[src/rtl/ram8_pkg.sv]
`default_nettype none
// ============================================================================
// Module      : ram8_pkg
// Description : Shared geometry constants for the ram8 storage stage.
// Revision    : 1.0 - initial release
// ============================================================================
package ram8_pkg;
    localparam int unsigned C_ADDR_W = 3;
    localparam int unsigned C_WORDS  = 1 << C_ADDR_W;
    localparam int unsigned C_DATA_W = 16;
endpackage : ram8_pkg
`default_nettype wire

[src/rtl/mux8way16.sv]
`default_nettype none
// ============================================================================
// Module      : Mux8way16
// Description : 8-way 16-bit multiplexer, out = d[sel].
// Revision    : 1.0 - initial release
// ============================================================================
module Mux8way16 (
    input  logic [2:0]  sel,
    input  logic [15:0] d0,
    input  logic [15:0] d1,
    input  logic [15:0] d2,
    input  logic [15:0] d3,
    input  logic [15:0] d4,
    input  logic [15:0] d5,
    input  logic [15:0] d6,
    input  logic [15:0] d7,
    output logic [15:0] out
);

    always_comb begin
        out = d0;
        case (sel)
            3'd0:    out = d0;
            3'd1:    out = d1;
            3'd2:    out = d2;
            3'd3:    out = d3;
            3'd4:    out = d4;
            3'd5:    out = d5;
            3'd6:    out = d6;
            3'd7:    out = d7;
            default: out = d0;
        endcase
    end

endmodule : Mux8way16
`default_nettype wire

[src/rtl/register16.sv]
`default_nettype none
// ============================================================================
// Module      : register16
// Description : 16-bit load-enabled register with asynchronous clear.
// Revision    : 1.0 - initial release
// ============================================================================
module register16
    import ram8_pkg::*;
(
    input  logic                clk,
    input  logic                rst_n,
    input  logic                load,
    input  logic [C_DATA_W-1:0] in,
    output logic [C_DATA_W-1:0] out
);

    logic [C_DATA_W-1:0] r_q;

    always_ff @(posedge clk or negedge rst_n) begin
        if (!rst_n) begin
            r_q <= '0;
        end else if (load) begin
            r_q <= in;
        end
    end

    assign out = r_q;

endmodule : register16
`default_nettype wire

[src/rtl/ram8.sv]
`default_nettype none
// ============================================================================
// Module      : ram8
// Description : Eight-word 16-bit RAM; registered storage, combinational read.
// Revision    : 1.0 - initial release
// ============================================================================
module ram8
    import ram8_pkg::*;
#(
    parameter int unsigned WIDTH = 16
) (
    input  logic                clk,
    input  logic                rst_n,
    input  logic [WIDTH-1:0]    in,
    input  logic                load,
    input  logic [C_ADDR_W-1:0] address,
    output logic [WIDTH-1:0]    out
);

    logic [C_WORDS-1:0]  w_ld;
    logic [C_DATA_W-1:0] w_word [C_WORDS];

    // One-hot decode of the address, gated by load (8-way DMux of load).
    always_comb begin
        w_ld          = '0;
        w_ld[address] = load;
    end

    generate
        for (genvar gi = 0; gi < C_WORDS; gi++) begin : g_word
            register16 u_reg (
                .clk   (clk),
                .rst_n (rst_n),
                .load  (w_ld[gi]),
                .in    (in),
                .out   (w_word[gi])
            );
        end
    endgenerate

    // Read port sees register outputs only; no bypass of in.
    Mux8way16 u_mux (
        .sel (address),
        .d0  (w_word[0]),
        .d1  (w_word[1]),
        .d2  (w_word[2]),
        .d3  (w_word[3]),
        .d4  (w_word[4]),
        .d5  (w_word[5]),
        .d6  (w_word[6]),
        .d7  (w_word[7]),
        .out (out)
    );

endmodule : ram8
`default_nettype wire

[config.mk]
export PLATFORM = sky130hd
export DESIGN_NAME = ram8
export DESIGN_NICKNAME = d
export VERILOG_FILES = /design/src/rtl/ram8_pkg.sv /design/src/rtl/mux8way16.sv /design/src/rtl/register16.sv /design/src/rtl/ram8.sv
export SDC_FILE = /design/constraint.sdc
export NUM_CORES = 1
export LEC_CHECK = 0
export CAP_MARGIN = 0
export CORE_MARGIN = 3
export CORE_UTILIZATION = 59
export CTS_CLUSTER_DIAMETER = 40
export DETAILED_ROUTE_END_ITERATION = 10
export GPL_TIMING_DRIVEN = 0
export PLACE_DENSITY = 0.9
export SLEW_MARGIN = 0
export SYNTH_ARGS = -nofsm -noshare
export SYNTH_HDL_FRONTEND = slang
export SYNTH_SLANG_ARGS = --single-unit
[constraint.sdc]
create_clock -name clk -period 1.3 [get_ports clk]
set_input_delay 0.13 -clock clk [delete_from_list [all_inputs] [get_ports clk]]
set_output_delay 0.13 -clock clk [all_outputs]
set_load 0.02 [all_outputs]
==> metrics.txt, run 1 <==
status=finished, violations left; failing checks=setup timing; Chip Width=107.8 microns; Synth Flop Type=dfrtp_1; Root Driver=clkbuf_8; fin crit share=144.5%; peak supply drop=1.200 mV; met2 Use GR=45.52%; DR iter-0 viols=309; Worst Setup EP=out[14]; fmax=532.4 MHz; Clock Latency Late Sink=0.53 ns; RSZ-0062 raised after global routing=true; share of post-route cells with drive strength above 1=46.86%; Crit. Startpoint=g_word[1].u_reg.out[14]; DIE HEIGHT=107.8 microns; top cells by area, synth=dfrtp_1 52%, mux2_2 16%, mux2_4 7.4%; count of final hold-check violations=0; H-tree levels=4; Avg WL per Cell=25.37 microns; internal power=9.771 mW; max cap viols=0; top cells by count, synth=128 x dfrtp_1, 87 x mux2_2, 31 x mux2i_1; first-pass GRT wire length=25340 microns; vias=4190; met1 Track Usage GR=39.29%; PortBufs=37; largest net degree at the start of global routing=79; number of vias per cell=6.516; Reg-to-Reg Start=g_word[7].u_reg.out[11]; post-place setup slack=-1.531 ns; clock transition at the registers of the reported paths=0.06 ns; register-to-register setup slack=0.34 ns; critical path launch point type=flip-flop; syn_area_per_cell=14.33 sq um; total congestion overflow=0; setup ws final=-0.5784 ns; initial antenna violation count=0; vias in the first global route=4496; clk buf depth=2; post-synthesis sequential area ratio=52.36%; CTS sink count=128; drt pass-1 iters=5; CP max stage delay=0.39 ns; Initial Util=61.73%; Slew Limit Headroom=67.37%; Clock power frac=39.7%; cells after synthesis=427; FF+latch count, synth=128; Arrival @ worst endpoint=1.75 ns; CTS tree=done; Slew @ Worst Pin=0.4894 ns; global-route layer with the greatest usage=met2; Post-synth EDFFs=0; antenna cell count=0; Rows=36; Synth area leader=dfrtp_1; GR Layer Usage met3=7.259%; Gate power share=19.2%; top-area cell type share of the netlist area=52.36%; Final nets=519; slowest CP cell=dfrtp_1; endpoints failing setup=16; I/O Pins=38; core box area=9910 sq um; WL final=16310 microns; Final ANT Viol Nets=0; worst path required time=1.17 ns; Hold Crit Class=in -> async; Period minus WS final=1.878 ns; DP Wirelength=9248 microns; max-slew violation count=0; syn nets=449; fraction of registers with async set/reset=100.0%; clk_skew=0 ns; PwrDens=1741 nW/um^2; max FFs per register=128; Post-Route Utilization=76.58%; area grow syn2layout=24.05%; Setup CP Type=reg -> out; crit path max fanout=2; Cell variety after synth=35; static leakage=3.403 nW; cts bufs inserted=17; CP endpoint kind=output pin; mapped cell area=6117 sq um; Synth Warn #=0; GPL Wtd Cong=0.8233; Filler Cell Count=579; P_sw=3.437 mW; sw frac=26.02%; die area=11630 sq um; Critical R2R Capture=g_word[7].u_reg.out[11]; most instantiated library cell after synthesis=dfrtp_1; Total GRT Usage=29.61%; drt drc=0; register share of total power=41.1%; reg2reg path depth=2; cells along the critical path=nand2b_1, a32o_1, o32a_1, buf_4
[cell families after synthesis]
| family | share of synthesized area, % |
|---|---|
| multiplexers | 30.48 |
| flip-flops | 52.36 |
| AO/OA/AOI/OAI | 8.345 |
| buffers and inverters | 4.459 |
| AND/OR/NAND/NOR | 4.357 |
[routing by layer]
layer | wire (microns) | vias to the layer above
met2 | 8046 | 219
met4 | 591 | 0
li1 | - | 1721
met1 | 6498 | 2195
met3 | 1178 | 55
met5 | 0 | -
[repair_timing]
action                                  in CTS  in global routing
hold endpoints to repair                    67                  0
pin swaps                                   14                  7
setup buffers                                7                  6
endpoints found under the setup margin     117                 36
hold buffers                                 1                  0
gates resized for setup                    109                 30
[worst min path at each step]
stage / slack, ns / cells after the start / startpoint / end
2_1_floorplan: -0.17 / 0 / rst_n / g_word[0].u_reg.out[0]
3_3_place_gp: 0.47 / 1 / g_word[1].u_reg.out[4] / g_word[1].u_reg.out[4]
3_5_place_dp: 0.1 / 1 / rst_n / g_word[0].u_reg.out[11]
4_1_cts: 0.11 / 2 / rst_n / g_word[0].u_reg.out[9]
5_1_grt: 0.14 / 2 / rst_n / g_word[0].u_reg.out[9]
6_report: 0.11 / 2 / rst_n / g_word[0].u_reg.out[9]
[cells in the final DEF, fill, tap and decap left out, types with 2 or more instances in the layout]
master / instances
dfrtp_1: 128
mux2_2: 87
mux2_4: 30
mux2i_1: 28
buf_6: 23
buf_4: 23
clkbuf_16: 16
clkdlybuf4s50_1: 16
mux2_1: 11
a21oi_1: 9
inv_1: 9
a211oi_1: 9
o32a_1: 9
a22o_1: 8
buf_2: 8
nor2b_1: 7
o22ai_1: 7
a211oi_2: 7
o22a_1: 7
o32ai_1: 6
nor3b_2: 6
bufinv_16: 5
clkbuf_8: 4
nand2b_1: 3
nor2_4: 3
mux2i_2: 3
or2_1: 3
clkbuf_1: 3
o32ai_2: 2
nand2_2: 2
nand2b_2: 2
nor3_4: 2
buf_12: 2
clkinvlp_4: 2
[critical path, delay by kind of cell (launching register included)]
family	cells	cell delay, ns
AOI/OAI and AO/OA	2	0.51
DFF	1	0.39
buffers and inverters	1	0.16
and+or+nand+nor	1	0.15
[metrics by stage]
step	total power, mW	setup TNS [ns]	std cells	hold WS, ns	cell area (sq um)
2_1_floorplan	6.886	0	427	-0.1656	6117
3_3_place_gp	7.526	-688.85	597	0.4686	6654
3_5_place_dp	7.718	-113.29	598	0.09782	6683
4_1_cts	13.06	-7.727	637	0.1133	7463
5_1_grt	13.64	-8.248	643	0.1375	7589
6_report	13.21	-7.448	643	0.1107	7589
[layout make-up]
cell class / instances / area [sq um] / area share, %
repair buffers: 52 / 470.5 / 6.200
multi-input cells: 261 / 2776 / 36.59
clock inverters: 9 / 178.9 / 2.358
flip-flops and latches: 128 / 3203 / 42.21
well taps: 133 / 166.4 / 2.193
plain buffers: 27 / 289.0 / 3.809
clock buffers: 23 / 466.7 / 6.150
inverters: 10 / 37.54 / 0.4946
[power groups by stage]
stage               combinational (mW)  clock [mW]  sequential [mW]
floorplan                         1.65           0             5.24
global placement                  2.20           0             5.32
detailed placement                2.32           0             5.40
CTS                               2.43        5.26             5.37
global route                      2.71        5.41             5.52
finish                            2.54        5.24             5.43
Power figures use the tool's default switching activity.
==> inputs of run 2 (changes only) <==
CORE_UTILIZATION = 60   (was 59)
PLACE_DENSITY = 0.91   (was 0.9)
clock period = 2.3 ns   (was 1.3 ns; I/O delays follow)
==> run 2 against run 1 <==
Against the previous run: the run now ends clean; via count down 5.3%; die area down 1.6%; core utilization down 1.8 points; clock skew unchanged; combinational power down 49%; critical path depth up 3; first-iteration DRC count down 18%; sequential share of layout area up 1.2 points; critical endpoint is now out[0].
==> metrics.txt, run 2 (synthesis gave the netlist of run 1 again) <==
share of post-route cells with drive strength above 1=38.51% (-8.4 points); most used cell along the critical path=dlygate4sd2_1; Final nets=506 (-2.5%); CTS sink count=128 (unchanged); CTS tree=done; drt pass-1 iters=4 (-1); DP Wirelength=9400 microns (+1.6%); Crit. Startpoint=address[2]; critical path launch point type=input port; antenna cell count=0 (unchanged); CP endpoint kind=output pin; Root Driver=clkbuf_8; Slew @ Worst Pin=0.5709 ns (+0.08151 ns); static leakage=3.322 nW (-2.4%); PwrDens=988.2 nW/um^2 (-43%); drt drc=0 (unchanged); status=completed; total congestion overflow=0 (unchanged); worst path required time=2.07 ns (+0.90 ns); setup ws final=0.1144 ns (+0.6928 ns); GPL Wtd Cong=0.8079 (-1.9%); crit path max fanout=10 (+8); initial antenna violation count=0 (unchanged); clock transition at the registers of the reported paths=0.05 ns (about the same); max FFs per register=128 (unchanged); WL final=15060 microns (-7.7%); clk buf depth=2 (unchanged); peak supply drop=0.6546 mV (-45%); I/O Pins=38 (unchanged); fmax=457.5 MHz; Setup CP Type=in -> out; number of vias per cell=6.305 (-3.2%); post-place setup slack=-0.7103 ns (+0.8202 ns); DIE HEIGHT=107.0 microns (-0.79%); cells along the critical path=dlygate4sd2_1, buf_6, buf_4, nor3b_1, a211oi_2, o22a_1, dlygate4sd2_1; largest net degree at the start of global routing=70 (-11%); Clock Latency Late Sink=0.52 ns (about the same); Chip Width=107.0 microns (-0.79%); DR iter-0 viols=254 (-18%); setup bufs post-CTS=0 (-7); first-pass GRT wire length=23760 microns (-6.2%); Arrival @ worst endpoint=1.96 ns (+0.21 ns); max cap viols=0 (unchanged); Rows=36 (unchanged); vias=3966 (-5.3%); count of final hold-check violations=0 (unchanged); vias in the first global route=4364 (-2.9%); die area=11440 sq um (-1.6%); Period minus WS final=2.186 ns; Post-Route Utilization=74.80% (-1.8 points); most common cell after layout, fill and taps aside=dfrtp_1; cts bufs inserted=17 (unchanged); Total GRT Usage=28.13% (-1.5 points); PortBufs=37 (unchanged); register-to-register setup slack=1.45 ns (+1.11 ns); H-tree levels=4 (unchanged); endpoints failing setup=0 (-16); max-slew violation count=0 (unchanged); Filler Cell Count=592 (+2.2%); Reg-to-Reg Start=g_word[7].u_reg.out[7]; slowest CP cell=dlygate4sd2_1; fin crit share=95.03%; clk_skew=0 ns (unchanged); Slew Limit Headroom=61.94% (-5.4 points); area grow syn2layout=20.62%; Initial Util=62.01% (+0.28 points); CP max stage delay=0.35 ns (-0.04 ns); RSZ-0062 raised after global routing=false; most frequent cells in the layout=128 x dfrtp_1, 87 x mux2_2, 30 x mux2i_1, 30 x mux2_4, 18 x dlygate4sd2_1; Final ANT Viol Nets=0 (unchanged); core box area=9864 sq um (-0.45%); Hold Crit Class=in -> async; Avg WL per Cell=23.95 microns (-5.6%)
==> run 2: changes by cell type in the layout (fill, tap and decap cells not counted), moves of 6 or more <==
| cell | before | now |
|---|---|---|
| buf_6 | 23 | 11 |
| buf_2 | 8 | 1 |
| buf_4 | 23 | 12 |
| a211oi_1 | 9 | 15 |
| nor3b_1 | 0 | 7 |
| a211oi_2 | 7 | 1 |
| dlygate4sd2_1 | 1 | 18 |
| nor3b_2 | 6 | 0 |
==> run 2: final cells by class <==
class                      instances  area, sq um  share of cell area [%]
timing repair buffer              39        381.6                   5.172
sequential                       128         3203                   43.41
buffer                            27        267.8                   3.629
tap                              133        166.4                   2.255
inverter                          10        37.54                  0.5087
multi-input combinational        261         2675                   36.26
clock buffer                      20        435.4                   5.901
clock inverter                    11        211.5                   2.866
==> run 2: final timing paths <==
check,to,depth (start not counted)
worst max-delay path,out[0],7
worst min-delay path,g_word[7].u_reg.out[9],2
worst max register to register,g_word[7].u_reg.out[7],1
worst min register to register,g_word[7].u_reg.out[13],1
max in group asynchronous,g_word[0].u_reg.out[1],3
min in group clk,g_word[0].u_reg.out[4],3
==> run 2: critical path: cells and delay by family <==
kind | cells | cell delay (ns)
AND/OR/NAND/NOR | 1 | 0.11
AO/OA/AOI/OAI | 2 | 0.49
buffers and inverters | 4 | 1.13
==> run 2: through the flow <==
stage / TNS [ns] / hold WS [ns] / power, mW / instance area, sq um / instances
detailed placement: -10.57 / 0.2346 / 4.365 / 6683 / 598
finish: 0 / 0.2596 / 7.291 / 7378 / 629
floorplan: 0 / -0.06559 / 3.892 / 6117 / 427
global placement: -480.87 / 0.4679 / 4.254 / 6654 / 597
global route: 0 / 0.3031 / 7.572 / 7378 / 629
CTS: 0 / 0.2641 / 7.312 / 7382 / 629
==> run 2: metal layers <==
layer  part of all wire (%)  routed length (microns)  global-route usage [%]
met1                     41                     6167                   36.76
met2                     50                     7566                   44.51
met5                      0                        0                       0
met3                    5.8                      880                   7.706
met4                    3.0                      448                   11.96
==> run 2: where the power goes <==
group / internal, mW / switching (mW)
Sequential: 2.75 / 0.288
Combinational: 0.734 / 0.570
Clock: 2.00 / 0.950
==> run 2: timing repair <==
action	4_1_cts	5_1_grt
hold buffers	1	0
endpoints found under the setup margin	16	6
hold endpoints to repair	59	0
pin swaps	0	0
resized for setup	40	2
cloned	0	0
==> inputs of run 3 (changes only) <==
CORE_UTILIZATION = 54   (was 60)
PLACE_DENSITY = 0.87   (was 0.91)
clock period = 1.9 ns   (was 2.3 ns; I/O delays follow)
==> run 3 against run 2 <==
Against the previous run: combinational power up 21%; sequential share of layout area up 0.54 points; clock skew unchanged; clock power up 2%; worst hold slack worse by 0.079 ns; total power up 13%.
==> metrics.txt, run 3 (synthesis gave the netlist of run 1 again) <==
Avg WL per Cell=23.02 microns (-3.9%); post-place setup slack=-1.057 ns (-0.3466 ns); fin crit share=98.46%; Final ANT Viol Nets=0 (unchanged); number of vias per cell=6.203 (-1.6%); Crit. Startpoint=load; WL final=14660 microns (-2.7%); first-pass GRT wire length=23820 microns (+0.23%); CP endpoint kind=flip-flop; H-tree levels=4 (unchanged); Slew Limit Headroom=65.33% (+3.4 points); CTS tree=done; Initial Util=55.94% (-6.1 points); PwrDens=1133 nW/um^2 (+15%); Clock power frac=36.5% (-3.9 points); DR iter-0 viols=286 (+13%); Hold Crit Class=in -> async; CTS sink count=128 (unchanged); Rows=38 (+5.6%); Clock Latency Late Sink=0.41 ns (-0.11 ns); GPL Wtd Cong=0.8169 (+1.1%); DIE HEIGHT=112.4 microns (+5.1%); critical path launch point type=input port; reg2reg path depth=1 (unchanged); initial antenna violation count=0 (unchanged); Critical R2R Capture=g_word[7].u_reg.out[12]; vias in the first global route=4400 (+0.82%); Reg-to-Reg Start=g_word[7].u_reg.out[12]; clock transition at the registers of the reported paths=0.05 ns (about the same); most common cell after layout, fill and taps aside=dfrtp_1; RSZ-0062 raised after global routing=false; core box area=10940 sq um (+11%); share of post-route cells with drive strength above 1=42.45% (+3.9 points); Total GRT Usage=24.68% (-3.4 points); Crit path buffers/inverters=2 (-2); Gate power share=19.0% (+1.1 points); vias=3951 (-0.38%); sw frac=25.84% (+1.0 points); crit path max fanout=10 (unchanged); PortBufs=37 (unchanged); internal power=6.123 mW (+12%); max-slew violation count=0 (unchanged); CP top delay family=buffers and inverters; register-to-register setup slack=1.08 ns (-0.37 ns); setup TNS=0 ns (unchanged); die area=12640 sq um (+10%); Arrival @ worst endpoint=2.17 ns (+0.21 ns); total congestion overflow=0 (unchanged); I/O Pins=38 (unchanged); most frequent cells in the layout=128 x dfrtp_1, 87 x mux2_2, 30 x mux2i_1, 30 x mux2_4; P_sw=2.133 mW (+18%); max cap viols=0 (unchanged); endpoints failing setup=0 (unchanged); largest net degree at the start of global routing=109 (+56%); CP max stage delay=0.61 ns (+0.26 ns); cells along the critical path=clkdlybuf4s50_1, nand2b_1, nor3_4, buf_4, mux2_2; worst path required time=2.19 ns (+0.12 ns); Slew @ Worst Pin=0.5200 ns (-0.05094 ns); static leakage=3.280 nW (-1.3%); Period minus WS final=1.871 ns; setup ws final=0.02920 ns (-0.08520 ns); clk_skew=0 ns (unchanged); Chip Width=112.4 microns (+5.1%); max FFs per register=128 (unchanged); fmax=534.5 MHz; slowest CP cell=clkdlybuf4s50_1; register share of total power=44.5% (+2.8 points); antenna cell count=0 (unchanged); area grow syn2layout=19.15%; Setup CP Type=in -> reg; drt pass-1 iters=5 (+1); status=completed; Root Driver=clkbuf_16; drt drc=0 (unchanged); cts bufs inserted=17 (unchanged); clk buf depth=2 (unchanged); Final nets=508 (+0.40%); peak supply drop=0.7603 mV (+16%); DP Wirelength=9173 microns (-2.4%); count of final hold-check violations=0 (unchanged)
-- run 3: metrics by stage --
step / instances / hold WS, ns / area [sq um] / total power [mW] / utilization, %
after floorplan: 427 / -0.1056 / 6117 / 4.712 / -
after global placement: 604 / 0.4698 / 6663 / 5.155 / 60.93
after detailed placement: 605 / 0.04514 / 6691 / 5.280 / 61.19
after CTS: 637 / 0.1735 / 7335 / 8.301 / 67.07
after global routing: 637 / 0.1841 / 7288 / 8.598 / 66.65
final: 637 / 0.1806 / 7288 / 8.256 / 66.65
-- run 3: metal layers --
layer / share of wire (%) / up-vias / track usage, %
met1: 41 / 2053 / 32.23
li1: - / 1709 / -
met2: 50 / 153 / 39.33
met5: 0 / - / 0
met4: 2.9 / 0 / 11.62
met3: 6.2 / 36 / 5.660
-- run 3: worst max path at each step --
stage                                   to  slack [ns]  cells after the start
floorplan                          out[14]        0.48                      5
finish              g_word[0].u_reg.out[8]        0.03                      5
global placement    g_word[3].u_reg.out[6]       -4.04                      1
CTS                                out[12]      0.0004                      6
global route                        out[7]        0.02                      7
detailed placement                 out[11]       -1.06                      7
-- run 3: timing repair --
| item | CTS | global route |
|---|---|---|
| hold buffers | 1 | 0 |
| gates resized for setup | 67 | 23 |
| endpoints found under the hold margin | 20 | 0 |
| buffers inserted | 2 | 0 |
| endpoints found under the setup margin | 16 | 14 |
-- run 3: layout make-up --
class                           instances  area (sq um)
Buffer                                 27         295.3
Clock buffer                           23         488.0
Clock inverter                          7         60.06
Fill cell                             765          3647
Inverter                               10         37.54
Multi-Input combinational cell        261          2675
Sequential cell                       128          3203
Tap cell                              140         175.2
Timing Repair Buffer                   41         354.1
-- run 3: power groups by stage --
stage	Clock, mW	Combinational [mW]	Sequential (mW)
5_1_grt	3.16	1.70	3.75
3_5_place_dp	0	1.59	3.69
3_3_place_gp	0	1.51	3.64
2_1_floorplan	0	1.13	3.59
4_1_cts	3.04	1.60	3.67
6_report	3.01	1.57	3.67
==> patch, RTL diff (config.mk and constraints of run 3) <==
Register the inputs `in`, `load` and `address` before use. The logic sees them one clock later.
--- a/src/rtl/ram8.sv
+++ b/src/rtl/ram8.sv
@@ -18,4 +18,14 @@
 );
 
+    logic [WIDTH-1:0] in_q;
+    logic load_q;
+    logic [C_ADDR_W-1:0] address_q;
+
+    always_ff @(posedge clk) begin
+        in_q      <= in;
+        load_q    <= load;
+        address_q <= address;
+    end
+
     logic [C_WORDS-1:0]  w_ld;
     logic [C_DATA_W-1:0] w_word [C_WORDS];
@@ -24,5 +34,5 @@
     always_comb begin
         w_ld          = '0;
-        w_ld[address] = load;
+        w_ld[address_q] = load_q;
     end
 
@@ -33,5 +43,5 @@
                 .rst_n (rst_n),
                 .load  (w_ld[gi]),
-                .in    (in),
+                .in    (in_q),
                 .out   (w_word[gi])
             );
@@ -41,5 +51,5 @@
     // Read port sees register outputs only; no bypass of in.
     Mux8way16 u_mux (
-        .sel (address),
+        .sel (address_q),
         .d0  (w_word[0]),
         .d1  (w_word[1]),
Formal check against the unedited RTL: not equivalent (a bounded check fails within 4 cycles, from zero or initial values and one cycle with rst_n low).
==> patch against run 3 <==
The flow now finishes with violations (setup timing); sequential cell count grew 20; via count is 7.4% higher; cell area rose by 17%; wire length is 16% higher; synthesized area up 6.5%; die area rose by 6.2%; total power grew 16%; worst setup slack lost 0.31 ns; largest cell class unchanged.
==> patch: results (changes against run 3) <==
- Synth Instances: 447 (+4.7%)
- Number of global-route vias before repair: 4,674 (+6.2%)
- Lkg Pwr: 3.77 nW (+15%)
- Met1 Use GR: 32.6% (+0.38 points)
- Crit path DAT: 1.99 ns (-0.18 ns)
- Top post-synthesis cells by count: dfrtp_1 (128), mux2_2 (87), mux2i_1 (31), mux2_4 (30), dfxtp_1 (20)
- Skew final: 0.00579 ns (+0.00579 ns)
- Dpl cell area: 0.00710 mm2 (+6.0%)
- Setup_tns: -2.94 ns (-2.94 ns)
- Syn Nets: 469 (+4.5%)
- NumNets Final: 553 (+8.9%)
- Setup slack after placement: -0.670 ns (+0.386 ns)
- Routed WL per cell: 24.7 um (+7.1%)
- Synth cell types: 36 (+2.9%)
- Seq/Total Area, Yosys: 55.3% (+2.9 points)
- DP HPWL: 9460 um (+3.1%)
- Worst-Margin Slew: 0.541 ns (+0.0207 ns)
- Clock Latency Late Sink: 0.43 ns (+0.02 ns)
- First-pass GRT wire length: 25,500 um (+6.9%)
- Final wirelength: 16,900 um (+16%)
- Via count: 4,242 (+7.4%)
- Mux contribution to synthesized area: 28.6% (-1.9 points)
- GR Layer Usage met3: 6.21% (+0.55 points)
- GRT met2 Usage: 41.7% (+2.4 points)
- 1st-pass router iterations: 4 (-1)
- Placed cell count: 628 (+3.8%)
- Final Setup Violations: 16 (+16)
- Gr usage total: 25.8% (+1.2 points)
- Synth Area in Compound Gates: 7.83% (-0.51 points)
- Setup slack after layout: -0.284 ns (-0.313 ns)
- Internal Power: 7.07 mW (+16%)
- Worst R2R Path Depth: 6 (+5)
- Failing checks: setup timing
- Status: complete, but fails checks
- Maximum VDD drop: 1.14 mV (+50%)
- Placer Congestion: 0.829 (+1.5%)
patch: worst max-delay path: stages (launching register included):
cell     delay, ns
dfxtp_4       0.39
buf_12        0.14
buf_8         0.13
nor2b_1       0.23
o32ai_2       0.13
o32a_1        0.38
buf_4         0.17
patch: power by group through the flow:
| stage | registers (mW) | logic, mW | clock network, mW |
|---|---|---|---|
| floorplan | 4.06 | 1.12 | 0 |
| global placement | 4.14 | 1.48 | 0 |
| detailed placement | 4.19 | 1.55 | 0 |
| CTS | 4.15 | 1.71 | 3.52 |
| global route | 4.26 | 1.97 | 3.69 |
| finish | 4.20 | 1.85 | 3.53 |
patch: cell type report:
class                           instances  area [um2]
Tap cell                              143         179
Clock inverter                         13         180
Inverter                               10        40.0
Timing Repair Buffer                   66         732
Sequential cell                       148        3610
Fill cell                             671        3120
Buffer                                 27         418
Multi-Input combinational cell        261        2900
Clock buffer                           19         433
patch: metal layers:
metal	part of all wire, %	up-vias
met5	0	-
met4	3.9	0
met3	4.6	53
met2	50	143
met1	41	2225
li1	-	1821
patch: kinds of logic (layout without fill, tap and decap cells):
kind of cell	after synthesis	after routing
flops	148	148
simple gates	37	37
buf+inv	38	135
mux	159	159
compound gates	65	65
patch: final timing paths:
kind                                             start                      end
worst max-delay path                      address_q[1]                   out[2]
worst min-delay path                             rst_n  g_word[6].u_reg.out[10]
worst max register to register            address_q[1]   g_word[2].u_reg.out[9]
worst min register to register  g_word[7].u_reg.out[8]   g_word[7].u_reg.out[8]
max in group asynchronous                        rst_n   g_word[7].u_reg.out[7]
min in group clk                            address[2]             address_q[2]
patch: repair_timing:
action	4_1_cts	5_1_grt
endpoints found under the hold margin	20	0
setup endpoints to repair	21	46
hold buffers	1	0
buffers inserted	9	15
resized for setup	165	49
pin swaps	15	29
gates cloned	2	2
